$ cat config.mk
export PLATFORM = sky130hd
export DESIGN_NAME = frame_sequencer
export DESIGN_NICKNAME = d
export VERILOG_FILES = /design/src/rtl/frame_sequencer.sv
export SDC_FILE = /design/constraint.sdc
export NUM_CORES = 1
export LEC_CHECK = 0
export BUFFER_PORTS_ARGS = -buffer_cell sky130_fd_sc_hd__buf_2
export CORE_AREA = 2 2 60 62
export DETAILED_ROUTE_END_ITERATION = 16
export DIE_AREA = 0 0 62 64
export HOLD_SLACK_MARGIN = 0.02
export PLACE_DENSITY = 0.77
export SLEW_MARGIN = 15
export SYNTH_ARGS = -nofsm -noshare
export SYNTH_HDL_FRONTEND = slang
export SYNTH_SLANG_ARGS = --single-unit
$ cat constraint.sdc
create_clock -name clk -period 2.5 [get_ports clk]
set_clock_uncertainty 0.2 [all_clocks]
set_input_delay 0.125 -clock clk [delete_from_list [all_inputs] [get_ports clk]]
set_output_delay 0.125 -clock clk [all_outputs]
set_load 0.1 [all_outputs]
$ cat src/rtl/frame_sequencer.sv
// ============================================================================
// frame_sequencer
// ----------------------------------------------------------------------------
// Streams one display frame of FRAME_BYTES bytes from an image controller to
// a display transmitter. For every byte the sequencer drives an address
// (byte_counter) and waits one cycle for the controller's registered read
// data. It then captures that data into tx_data and holds it with tx_valid
// until the transmitter accepts it with tx_ready.
//
// A request that arrives while a frame is in flight is remembered in a
// one-deep pending flag. The next frame starts after a single IDLE cycle.
//
// Optional feature (compile-time macro AUTO_REFRESH_EN):
//   When AUTO_REFRESH_EN is defined, a gap counter runs while the block is
//   idle. It starts a new frame on its own after REFRESH_GAP idle cycles.
//   When the macro is undefined, no gap counter is built, and frames start
//   only from frame_req or from the pending flag.
//
// Parameters:
//   FRAME_BYTES  bytes per frame, 2..1024
//   REFRESH_GAP  idle cycles between auto-refresh frames (AUTO_REFRESH_EN only)
//
// Ports:
//   clk           system clock, all logic on the rising edge
//   rst           asynchronous active-high reset
//   frame_req     one-cycle request to stream one frame
//   byte_counter  byte address presented to the image controller
//   pixel_data    controller data for byte_counter, one edge behind it
//   tx_data       byte offered to the display transmitter
//   tx_valid      tx_data valid, held until accepted
//   tx_ready      transmitter accept strobe (ignored while tx_valid is low)
//   busy          high in every state except IDLE
//   frame_done    one-cycle pulse in the cycle after the last byte is taken
//   frame_cnt     number of completed frames, modulo 256
// ============================================================================
module frame_sequencer #(
    parameter int FRAME_BYTES = 1024,
    parameter int REFRESH_GAP = 1000
) (
    input  logic       clk,
    input  logic       rst,
    input  logic       frame_req,
    output logic [9:0] byte_counter,
    input  logic [7:0] pixel_data,
    output logic [7:0] tx_data,
    output logic       tx_valid,
    input  logic       tx_ready,
    output logic       busy,
    output logic       frame_done,
    output logic [7:0] frame_cnt
);

    // Address of the final byte in a frame. The 10-bit counter can hold the
    // largest legal frame (1024 bytes, last address 1023).
    localparam logic [9:0] LAST_BYTE = 10'(FRAME_BYTES - 1);

    typedef enum logic [2:0] {
        ST_IDLE,
        ST_ADDR,
        ST_CAPTURE,
        ST_SEND,
        ST_DONE
    } state_t;

    state_t state_q, state_d;

    logic [9:0] byte_counter_q, byte_counter_d;
    logic [7:0] tx_data_q, tx_data_d;
    logic       tx_valid_q, tx_valid_d;
    logic [7:0] frame_cnt_q, frame_cnt_d;
    logic       pending_q, pending_d;

    logic handshake;
    logic last_byte;
    logic auto_start;
    logic start_frame;

    // A byte counts as delivered only in SEND, and only while we are actually
    // offering it. A tx_ready seen while tx_valid is low has no effect.
    assign handshake = (state_q == ST_SEND) && tx_valid_q && tx_ready;
    assign last_byte = (byte_counter_q == LAST_BYTE);

`ifdef AUTO_REFRESH_EN
    // The gap counter only ever counts from 0 to REFRESH_GAP-1, so
    // clog2(REFRESH_GAP) bits are enough. A gap of 1 still needs one bit.
    localparam int GAP_W = (REFRESH_GAP > 1) ? $clog2(REFRESH_GAP) : 1;
    localparam logic [GAP_W-1:0] GAP_LAST = GAP_W'(REFRESH_GAP - 1);

    logic [GAP_W-1:0] gap_q, gap_d;

    // Auto-refresh fires on the idle cycle in which the counter has reached
    // its final value. A frame_req in that same cycle merges into the same
    // start, because the two are OR-ed into a single start_frame condition.
    assign auto_start = (state_q == ST_IDLE) && (gap_q == GAP_LAST);

    // The gap counter advances on every idle cycle. It returns to zero on
    // the cycle the block leaves IDLE, and stays at zero while a frame runs,
    // so every idle stretch is timed from its first cycle.
    always_comb begin
        gap_d = gap_q;
        if (state_q == ST_IDLE) begin
            if (start_frame) begin
                gap_d = '0;
            end else begin
                gap_d = gap_q + 1'b1;
            end
        end else begin
            gap_d = '0;
        end
    end

    // Gap counter register, cleared immediately by reset.
    always_ff @(posedge clk or posedge rst) begin
        if (rst) begin
            gap_q <= '0;
        end else begin
            gap_q <= gap_d;
        end
    end
`else
    // Without auto-refresh the gap parameter has no hardware behind it.
    // This tie-off keeps the parameter referenced.
    logic unused_refresh_gap;
    assign unused_refresh_gap = (REFRESH_GAP > 0);
    assign auto_start         = 1'b0;
`endif

    // Any of the three start sources launches a frame, but only from IDLE.
    // Requests that arrive while busy go to the pending flag instead.
    assign start_frame = (state_q == ST_IDLE) && (frame_req || pending_q || auto_start);

    // State register. Reset returns the FSM to IDLE immediately, so any
    // frame in flight is dropped without a DONE cycle.
    always_ff @(posedge clk or posedge rst) begin
        if (rst) begin
            state_q <= ST_IDLE;
        end else begin
            state_q <= state_d;
        end
    end

    // Next-state logic. Each byte takes three cycles:
    //   ADDR    - gives the controller's registered read one cycle to settle
    //   CAPTURE - loads the read data into the output register
    //   SEND    - waits for the transmitter handshake
    // After the last byte the FSM spends one cycle in DONE, then returns to
    // IDLE.
    always_comb begin
        state_d = state_q;
        case (state_q)
            ST_IDLE: begin
                if (start_frame) begin
                    state_d = ST_ADDR;
                end
            end
            ST_ADDR: begin
                state_d = ST_CAPTURE;
            end
            ST_CAPTURE: begin
                state_d = ST_SEND;
            end
            ST_SEND: begin
                if (handshake) begin
                    state_d = last_byte ? ST_DONE : ST_ADDR;
                end
            end
            ST_DONE: begin
                state_d = ST_IDLE;
            end
            default: begin
                state_d = ST_IDLE;
            end
        endcase
    end

    // Output and datapath logic, decoded from the current state.
    // - byte_counter is forced to zero in IDLE and DONE. Otherwise it only
    //   advances on the handshake edge that re-enters ADDR, so it never
    //   passes LAST_BYTE.
    // - tx_data/tx_valid load on the CAPTURE exit edge and hold through SEND
    //   until the handshake.
    // - The pending flag latches a request made in any busy state, including
    //   DONE. Further requests find it already set and are dropped. It is
    //   cleared when IDLE hands off to ADDR.
    always_comb begin
        busy           = (state_q != ST_IDLE);
        frame_done     = (state_q == ST_DONE);
        byte_counter_d = byte_counter_q;
        tx_data_d      = tx_data_q;
        tx_valid_d     = tx_valid_q;
        frame_cnt_d    = frame_cnt_q;
        pending_d      = pending_q;

        case (state_q)
            ST_IDLE: begin
                byte_counter_d = '0;
                if (start_frame) begin
                    pending_d = 1'b0;
                end
            end
            ST_CAPTURE: begin
                tx_data_d  = pixel_data;
                tx_valid_d = 1'b1;
            end
            ST_SEND: begin
                if (handshake) begin
                    tx_valid_d = 1'b0;
                    if (!last_byte) begin
                        byte_counter_d = byte_counter_q + 10'd1;
                    end
                end
            end
            ST_DONE: begin
                frame_cnt_d    = frame_cnt_q + 8'd1;
                byte_counter_d = '0;
            end
            default: begin
                byte_counter_d = byte_counter_q;
            end
        endcase

        if (busy && frame_req) begin
            pending_d = 1'b1;
        end
    end

    // Datapath registers. Reset clears them all immediately, so outputs
    // fall to zero without a clock and the frame count is unaffected by an
    // abandoned frame.
    always_ff @(posedge clk or posedge rst) begin
        if (rst) begin
            byte_counter_q <= '0;
            tx_data_q      <= '0;
            tx_valid_q     <= 1'b0;
            frame_cnt_q    <= '0;
            pending_q      <= 1'b0;
        end else begin
            byte_counter_q <= byte_counter_d;
            tx_data_q      <= tx_data_d;
            tx_valid_q     <= tx_valid_d;
            frame_cnt_q    <= frame_cnt_d;
            pending_q      <= pending_d;
        end
    end

    assign byte_counter = byte_counter_q;
    assign tx_data      = tx_data_q;
    assign tx_valid     = tx_valid_q;
    assign frame_cnt    = frame_cnt_q;

endmodule
* After elaboration in Yosys (flattened, before gate mapping) *
Cells that the tools add are included.

cells by class
  add/subtract/negate cells = 2
  eq/ne operators = 8
  multiplexer cells = 12
  reductions and logical operators = 16

operators with widths
  kind                                                 count
  2-to-1 mux 10 bit                                    2
  one-hot mux 10 bit (2 select lines)                  1
  one-hot mux 3 bit (4 select lines)                   1
  adder 10 x 1 -> 10 bit, second input constant        1
  equality test 10 bit, second input constant          1
  2-to-1 mux 3 bit                                     3
  adder 8 x 1 -> 8 bit, second input constant          1
  nonzero test 2 bit                                   4
  equality test 3 x 2 -> 1 bit, second input constant  2
  != test 2 bit, second input constant                 3
  AND reduction 2 bit                                  3
  logical AND 1 bit                                    4
  2-to-1 mux 1 bit                                     4
  equality test 3 x 1 -> 1 bit, second input constant  1
  equality test 3 bit, second input constant           1
  zero test 3 bit                                      1
  AND reduction 3 bit                                  1
  nonzero test 3 bit                                   1
  one-hot mux 1 bit (2 select lines)                   1
  OR reduction 2 bit                                   1
  logical OR 1 bit                                     1

word-level totals
  bits in registers = 31
  bits of input ports = 12
  output and inout bits = 29

* Longest topological paths before layout *
Gate-level depths: netlist of the first run.

  word-level depth = 5
  depth in mapped cells = 6
  mapped depth without buffers = 5

* Worst setup path before layout of the first run *
Ideal clock, no wire load.

  path type = flip-flop to flip-flop
  start point = reg state_q[0]
  end point = reg frame_cnt_q[6] (netlist: frame_cnt[6])
  library setup time = 0.158 ns
  arrival time = 2.477 ns
  path slack = -0.336 ns
  stages on the path, launching flop included = 6
  buffers on the path = 1
  clock period less this slack = 2.836 ns
  cell sequence = dfrtp_1 clkbuf_2 nor3b_2 and4_1 nand3_1 xnor2_1

between the ends
  cells in the longest elaborated chain, start to end = 1

RTL lines
  what                    RTL line  RTL
  from (decl)             65        state_t state_q, state_d;
  from (signal assigned)  138       state_q <= state_d;
  equality test 3 bit     -
  net frame_done          49        output logic frame_done,
  to (signal assigned)    241       frame_cnt_q <= frame_cnt_d;
  to (decl)               70        logic [7:0] frame_cnt_q, frame_cnt_d;

The timed path passes the listed nets, and every way through them passes these cells.
A chain may end at the register's enable or synchronous reset.

* Worst setup path in the final report of the first run *
  start point = reg state_q[0]
  end point = out busy

between the ends
  cells in the longest elaborated chain, start to end = 1

RTL lines
  what                RTL line  RTL
  nonzero test 3 bit  186       busy = (state_q != ST_IDLE);
  to (decl)           48        output logic busy,

Every way passes these cells.

==> metrics.cfg, run 1 <==
[clock_tree]
cts_sinks=31
path_clk_slew_ps=90
htreeDepth=2
cts_tree=built
cts_buffer_depth=2
insertion_delay_ps=330
cts_root_buf=clkbuf_4
cts_setup_buffers=0
cts_buffers=5
cts_resized=0
cts_hold_buffers=11

[floorplan]
die_w_um=62
start_util=0.430
io-pin-count=41
dieArea_sq_um=3970
coreArea_sq_um=3280
fp-row-count=21
die_y_um=64

[synthesis]
synthesis.area_sq_um=1410
synth_simple_gate_area_frac=0.186
synth_top_family_by_area=simple AND/OR/NAND/NOR gates
synth_fa_ha_area_frac=0.0177
syn-instance-count=131
synth_seq_cells=31
async_reset_ff_frac=1.00
synth_cell_types=36
yosysWarnings=0
synth.area.mux_share=0.0860
syn_avg_cell_area_sq_um=10.8
synth_xor_area_frac=0.0372
synth_compound_area_frac=0.0984
ys.flop_type=dfrtp_1
ys_seq_area_frac=0.550
synth_nets=145
synth_enable_flop_cells=0

[placed_design]
io_buffers=40
gp_congestion=0.848
hpwl_um=2290
placed_area_sq_um=1680

[run_status]
status=finished, final reports clean

[routing]
via_count=1196
final_antenna_net_count=0
drc=0
drt-total-wl_um=3210
dr.pass1.iters=4
routedWlPerCell_um=13.7
dr.first_iter.drc_count=28
via_per_inst=5.09

[final_layout]
antenna_cells=0
fin_util=0.565
synthToLayoutAreaGrowth_pct=31.5
fillers=287
final_area_sq_um=1860
multi_input_area_sq_um=607
drive_above_1_share=0.344
seq_area_sq_um=778
final_nets=202

[pwr]
power_leakage_nw=0.991
power_w=0.000862
peakVddDrop_uv=279
powerDensity_nw_per_um2=465

[sta]
post-route-period-util=0.831
tns_ps=0
whs_ps=218
rsz0062_at_grt=false
slew_headroom=0.667
finalMaxSlewViolations=0
worstMarginPinSlew_ps=503
period_needed_ps=2080
timing_hold_violations_final=0
fmax_mhz=482
finalSetupViolCount=0

[setup_path]
r2r-end=state_q[0]
critPathRequiredTime_ps=2170
cp_max_fo=11
r2r-start=byte_counter[0]
critical_path_class=reg -> out
cp-end-kind=output pin
reg2reg_setup_slack_ps=560
cp-start-kind=flop
worstRegToRegCells=5
worstPathArrival_ps=1750

[global_routing]
grt_max_degree=32
grt-ovfl-total=0
grt_pass1_wl_um=5210
antenna_found_initial=0
grt_usage=0.179
grt_pass1_vias=1155

[min_path]
hp-class=in -> async

[run]
maxCapViolations=0

stage by stage:
| step | std cells | setup WS [ps] |
|---|---|---|
| floorplan | 131 | 105 |
| CTS | 235 | 422 |
| global placement | 216 | 640 |
| finish | 235 | 424 |
| detailed placement | 216 | 578 |
| global route | 235 | 331 |
metal layers:
metal  routed length [um]  up-vias  track usage
li1                     -      586            -
met1                 1390      579        0.230
met2                 1630       25        0.277
met3                  130        6       0.0547
met4                   55        0       0.0691
met5                    0        -            0
critical path, cell delays in order (launching register included):
cell and delay, ps:
dfrtp_1 490, or2_2 430, nor2_1 170, inv_1 50, buf_2 280
cell usage in the layout, fill, tap and decap left out, drive strengths merged, types with 2 or more instances in the layout:
master	count
mux2	9
and3	2
nand3	7
xnor2	3
xor2	3
a21oi	4
clkbuf	8
nor2	12
inv	5
buf	42
nand2	14
dlygate4sd3	11
mux2i	2
dfrtp	31
a31oi	5
or2	2
nand4	3
ha	2
o21ai	4
or3	2
nor3	4
sequential cells by signal, summed over array words and instances, names as in the netlist:
name	cells
byte_counter	10
tx_data	8
pending_q	1
state_q	3
frame_cnt	8
tx_valid	1
synth_stat cells, types with 3 or more instances:
| library cell | count | area share |
|---|---|---|
| nor3_1 | 4 | 0.014 |
| nand2_1 | 14 | 0.037 |
| a21oi_1 | 4 | 0.014 |
| o21ai_0 | 4 | 0.014 |
| xnor2_1 | 3 | 0.019 |
| inv_1 | 5 | 0.013 |
| a31oi_1 | 5 | 0.022 |
| dfrtp_1 | 31 | 0.55 |
| nor2_1 | 10 | 0.027 |
| mux2_2 | 9 | 0.072 |
| nand3_1 | 7 | 0.025 |
| nand4_1 | 3 | 0.013 |
| xor2_1 | 3 | 0.019 |
power breakdown:
group / switching (W) / internal (W)
clock: 0.000163 / 0.000165
sequential: 0.00000000000000000000951 / 0.000501
combinational: 0.0000145 / 0.0000185
worst max path at each step:
stage / start / end / slack (ps) / cells past startpoint
final: state_q[0] / busy / 420 / 4
after global routing: state_q[0] / busy / 330 / 4
after CTS: state_q[0] / busy / 420 / 4
after detailed placement: byte_counter[0] / state_q[0] / 580 / 5
after global placement: byte_counter[0] / byte_counter[3] / 640 / 5
after floorplan: byte_counter[3] / byte_counter[3] / 100 / 4
cell type report:
type | count | share of cell area
flip-flops and latches | 31 | 0.419
multi-input cells | 92 | 0.327
repair buffers | 53 | 0.175
clock buffers | 8 | 0.0371
well taps | 46 | 0.0310
inverters | 5 | 0.0101
cells by family after synthesis:
kind of cell / Yosys count
and+or+nand+nor: 52
DFF: 31
AOI/OAI and AO/OA: 21
muxes: 11
buffers and inverters: 8
xor gates and xnor gates: 6
adders and majority gates: 2
No activity file was read; power rests on OpenSTA's default activity.
==> inputs of run 2 (changes only) <==
clock period = 2 ns   (was 2.5 ns; I/O delays follow)
==> metrics.cfg, run 2 (synthesis results as in run 1) <==
[run_status]
status=finished, final reports clean

[pwr]
power_leakage_nw=0.995  ; +0.35%
powerDensity_nw_per_um2=611  ; +32%
peakVddDrop_uv=436  ; +56%

[final_layout]
antenna_cells=0  ; unchanged
final_area_sq_um=1920  ; +3.6%
fillers=310  ; +8.0%
fin_cells=236  ; +0.43%
synthToLayoutAreaGrowth_pct=36.3
multi_input_area_sq_um=627  ; +3.3%
final_common_cell=buf_2
largest_reg_flops=10  ; unchanged
final_nets=203  ; +0.50%
seq_area_sq_um=798  ; +2.6%
fin_util=0.586  ; +0.0206
final_cell_mix=buf_2, dfrtp_1, nand2_1
drive_above_1_share=0.432  ; +0.0877

[placed_design]
placed_area_sq_um=1720  ; +2.6%
dp.cells=217  ; +0.46%
hpwl_um=2190  ; -4.3%
gp_congestion=0.848  ; about the same
io_buffers=40  ; unchanged

[setup_path]
cp-start-kind=flop
cp_max_fo=7  ; -4
worstPathArrival_ps=1630  ; -120 ps
critical_path_class=reg -> out
critPathCapture=frame_done
r2r-start=byte_counter[1]
cp-end-kind=output pin
worstRegToRegCells=5  ; unchanged
r2r-end=byte_counter[9]
critPathRequiredTime_ps=1700  ; -470 ps
cp-startpoint=state_q[0]
reg2reg_setup_slack_ps=160  ; -400 ps

[clock_tree]
path_clk_slew_ps=110  ; +20 ps
cts_buffer_depth=2  ; unchanged
cts_root_buf=clkbuf_4
cts_sinks=31  ; unchanged
cts_buffers=5  ; unchanged
insertion_delay_ps=330  ; about the same
htreeDepth=2  ; unchanged
cts_tree=built

[routing]
dr.first_iter.drc_count=47  ; +68%
drt-total-wl_um=3190  ; -0.72%
drc=0  ; unchanged
dr.pass1.iters=4  ; unchanged
routedWlPerCell_um=13.5  ; -1.1%
via_per_inst=5.17  ; +1.6%
final_antenna_net_count=0  ; unchanged
via_count=1220  ; +2.0%

[global_routing]
met2_usage=0.279  ; +0.00130
antenna_found_initial=0  ; unchanged
grt_pass1_wl_um=5420  ; +4.0%
use_met3=0.0364  ; -0.0182
grt-ovfl-total=0  ; unchanged
grt_max_degree=32  ; unchanged
met1_usage=0.246  ; +0.0165
grt_pass1_vias=1181  ; +2.3%
grt_usage=0.180  ; +0.00119
busiest_layer=met2

[floorplan]
die_y_um=64  ; unchanged
fp-row-count=21  ; unchanged
io-pin-count=41  ; unchanged
dieArea_sq_um=3970  ; unchanged
coreArea_sq_um=3280  ; unchanged
start_util=0.430  ; unchanged
die_w_um=62  ; unchanged

[sta]
rsz0062_at_grt=false
fmax_mhz=519
tns_ps=0  ; unchanged
slew_headroom=0.669  ; +0.00212
worstMarginPinSlew_ps=500  ; -3.20 ps
timing_hold_violations_final=0  ; unchanged
period_needed_ps=1930
post-route-period-util=0.963
finalMaxSlewViolations=0  ; unchanged
whs_ps=178  ; -40.1 ps
finalSetupViolCount=0  ; unchanged

[min_path]
hp-class=in -> async

[run]
maxCapViolations=0  ; unchanged

==> run 2: cell count changes in the layout (fill, tap and decap cells not counted), moves of 2 or more <==
cell | previous run | this run
buf_4 | 2 | 4
dfrtp_2 | 2 | 12
dfrtp_4 | 0 | 2
dfrtp_1 | 29 | 17
==> run 2: critical path, stage by stage, from the launching register on <==
cell     delay (ps)
dfrtp_1         490
nor3b_4         320
buf_2           490
==> run 2: final cells by class <==
| cell class | count | share of cell area |
|---|---|---|
| inverter | 5 | 0.00976 |
| clock inverter | 2 | 0.0182 |
| clock buffer | 6 | 0.0267 |
| sequential | 31 | 0.415 |
| multi-input combinational | 92 | 0.326 |
| timing repair buffer | 54 | 0.174 |
| tap | 46 | 0.0299 |
==> run 2: how the worst min path moves through the flow <==
stage,startpoint,endpoint,cells after the start
CTS,rst,tx_data[0],4
finish,rst,tx_data[1],4
floorplan,rst,byte_counter[0],1
global placement,rst,frame_cnt[7],3
detailed placement,rst,frame_cnt[7],3
global route,rst,tx_data[7],4
==> run 2: stage by stage <==
step | total power, W | setup WS [ps]
2_1_floorplan | 0.000648 | -375
3_3_place_gp | 0.000663 | 159
3_5_place_dp | 0.000664 | 99.5
4_1_cts | 0.00119 | 70.5
5_1_grt | 0.00122 | 6.96
6_report | 0.00118 | 74.4
==> run 2: repair_timing <==
| item | CTS | global route |
|---|---|---|
| gates resized for setup | 2 | 1 |
| hold buffers | 11 | 0 |
| setup buffers | 0 | 0 |
| hold endpoints to repair | 42 | 0 |
| setup endpoints to repair | 1 | 1 |
| gates cloned | 0 | 0 |
==> run 2: power breakdown <==
group,switching (W),internal [W],total [W]
Clock,0.000213,0.000295,0.000509
Combinational,0.0000176,0.0000231,0.0000407
Sequential,0.0000000000000000000148,0.000626,0.000626
==> run 2: routing by layer <==
metal  routed length [um]  share of wire
met1                 1420           0.45
met2                 1600           0.50
met3                  133          0.042
met4                   27         0.0085
met5                    0              0
==> inputs of run 3 (changes only) <==
ABC_AREA = 1   (was default)
CORE_AREA = 2 2 63 65   (was 2 2 60 62)
DIE_AREA = 0 0 65 67   (was 0 0 62 64)
==> metrics.cfg, run 3 <==
[run_status]
status=finished, final reports clean

[placed_design]
gp_congestion=0.826  ; -2.6%
io_buffers=40  ; unchanged
dp.cells=285  ; +31%
dpl_worst_slack_ps=238  ; +139 ps
hpwl_um=2490  ; +13%

[synthesis]
synthesis.area_sq_um=1610  ; +14%
ys.flop_type=dfrtp_1
synth_cell_types=25  ; -31%
synth_most_common_cell=nand2_1
async_reset_ff_frac=1.00  ; unchanged
synth_enable_flop_cells=0  ; unchanged
syn_avg_cell_area_sq_um=8.23  ; -24%
synth_top_area_cell=dfrtp_1
synthTopCellsByArea=dfrtp_1, nand2_1, nand3_1
ys_seq_area_frac=0.483  ; -0.0664
synth_seq_cells=31  ; unchanged
yosysWarnings=0  ; unchanged
syn-instance-count=195  ; +49%
synth_top_area_share=0.483  ; -0.0664
yosys-top-cells-count=nand2_1, dfrtp_1, inv_1
synth_nets=209  ; +44%

[floorplan]
fp-row-count=22  ; +4.8%
dieArea_sq_um=4360  ; +9.8%
start_util=0.445  ; +0.0155
io-pin-count=41  ; unchanged
die_y_um=67  ; +4.7%
die_w_um=65  ; +4.8%
coreArea_sq_um=3610  ; +9.8%

[final_layout]
fin_util=0.580  ; -0.00537
fillers=341  ; +10%
fin_cells=302  ; +28%
synthToLayoutAreaGrowth_pct=30.3
largest_reg_flops=10  ; unchanged
final_common_cell=nand2_1
final_nets=268  ; +32%
antenna_cells=0  ; unchanged
drive_above_1_share=0.299  ; -0.132
final_cell_mix=nand2_1, buf_2, inv_1

[clock_tree]
cts_hold_buffers=10  ; -1
cts_root_buf=clkbuf_8
cts_buffers=5  ; unchanged
cts_sinks=31  ; unchanged
insertion_delay_ps=280  ; -50 ps
cts_setup_buffers=0  ; unchanged
path_clk_slew_ps=60  ; -50 ps
cts_buffer_depth=2  ; unchanged
cts_tree=built
cts_resized=0  ; -2
htreeDepth=2  ; unchanged

[routing]
final_antenna_net_count=0  ; unchanged
dr.pass1.iters=4  ; unchanged
drt-total-wl_um=3360  ; +5.4%
dr.first_iter.drc_count=49  ; +4.3%
via_count=1461  ; +20%
via_per_inst=4.84  ; -6.4%
routedWlPerCell_um=11.1  ; -18%
drc=0  ; unchanged

[min_path]
hp-class=in -> reg
hold_path_end=state_q[2]
min_from=tx_ready
whs_path_depth=5

[global_routing]
grt_usage=0.174  ; -0.00611
grt-ovfl-total=0  ; unchanged
grt_max_degree=19  ; -41%
antenna_found_initial=0  ; unchanged
grt_pass1_wl_um=5830  ; +7.6%
grt_pass1_vias=1370  ; +16%

[sta]
worstMarginPinSlew_ps=491  ; -9.18 ps
slew_headroom=0.675  ; +0.00608
timing_hold_violations_final=0  ; unchanged
rsz0062_at_grt=false
post-route-period-util=0.891  ; -0.0721
finalSetupViolCount=0  ; unchanged
final.setup.worst_slack_ps=219  ; +144 ps
period_needed_ps=1780  ; -144 ps
tns_ps=0  ; unchanged
finalMaxSlewViolations=0  ; unchanged
whs_ps=20.0  ; -158 ps
fmax_mhz=561  ; +8.1%

[setup_path]
r2r-end=byte_counter[2]
cp-startpoint=byte_counter[0]
critPathRequiredTime_ps=1960  ; +260 ps
r2r-start=byte_counter[0]
worstPathArrival_ps=1740  ; +110 ps
worstRegToRegCells=8  ; +3
cp-end-kind=flop
cp_max_fo=13  ; +6
critical_path_class=reg -> reg
cp-start-kind=flop
reg2reg_setup_slack_ps=220  ; +60 ps

[pwr]
powerDensity_nw_per_um2=1400  ; +130%
power_leakage_nw=1.15  ; +15%
peakVddDrop_uv=1140  ; +160%

[run]
maxCapViolations=0  ; unchanged

## run 3: cell types whose count changed in the layout (fill, tap and decap cells not counted), sizes merged, moves of 2 or more
cell,change
nand2,+48
inv,+22
nand3,+16
nor2,+7
a31oi,-5
a21oi,-4
nor3,-3
and3,-2
mux2i,-2
o21bai,+2
or2,-2
or3,-2
xnor2,-2
## run 3: cell families after synthesis
kind of cell | after synthesis | synth area share
buffers and inverters | 29 | 0.0725
AND/OR/NAND/NOR | 111 | 0.311
AO/OA/AOI/OAI | 9 | 0.0343
flip-flops | 31 | 0.483
XOR/XNOR | 5 | 0.0273
adder cells (fa/ha/maj) | 2 | 0.0156
multiplexers | 8 | 0.0561
## run 3: worst max-delay path by stage
stage,endpoint,slack [ps],depth (start not counted)
after floorplan,byte_counter[8],8,7
after global placement,byte_counter[5],300,8
after detailed placement,byte_counter[6],240,8
after CTS,byte_counter[2],230,8
after global routing,byte_counter[2],70,8
final,byte_counter[2],220,8
## run 3: report_power, final
group / switching [W] / total [W] / leakage (nW) / internal (W)
registers: 0.000110 / 0.000892 / 0.387 / 0.000782
clock network: 0.000216 / 0.000485 / 0.0470 / 0.000269
logic: 0.00124 / 0.00155 / 0.712 / 0.000309
## run 3: through the flow
step | area (sq um) | power, W
after floorplan | 1610 | 0.00220
after global placement | 1900 | 0.00242
after detailed placement | 1900 | 0.00245
after CTS | 2090 | 0.00295
after global routing | 2090 | 0.00306
final | 2090 | 0.00293
## run 3: layer usage
metal,track usage,share of wire,vias up
met4,0.0904,0.020,0
met1,0.204,0.43,694
met3,0.0355,0.025,5
met5,0,0,-
met2,0.300,0.52,25
li1,-,-,737
## run 3: critical path, cell delays in order (launching register included)
cell and delay [ps]:
dfrtp_2 400, ha_1 190, nand2_1 110, nor2_4 130, nand3_2 110, nand2_2 200, nand2_1 170, nand2_1 90
nand2_1 60
## run 3: layout make-up
cell class                 instances  area, sq um  area share
clock buffer                       6         82.6      0.0395
clock inverter                     1         5.00     0.00239
inverter                          27          101      0.0484
multi-input combinational        135          713       0.341
sequential                        31          785       0.375
tap                               48         60.1      0.0287
timing repair buffer              54          345       0.165
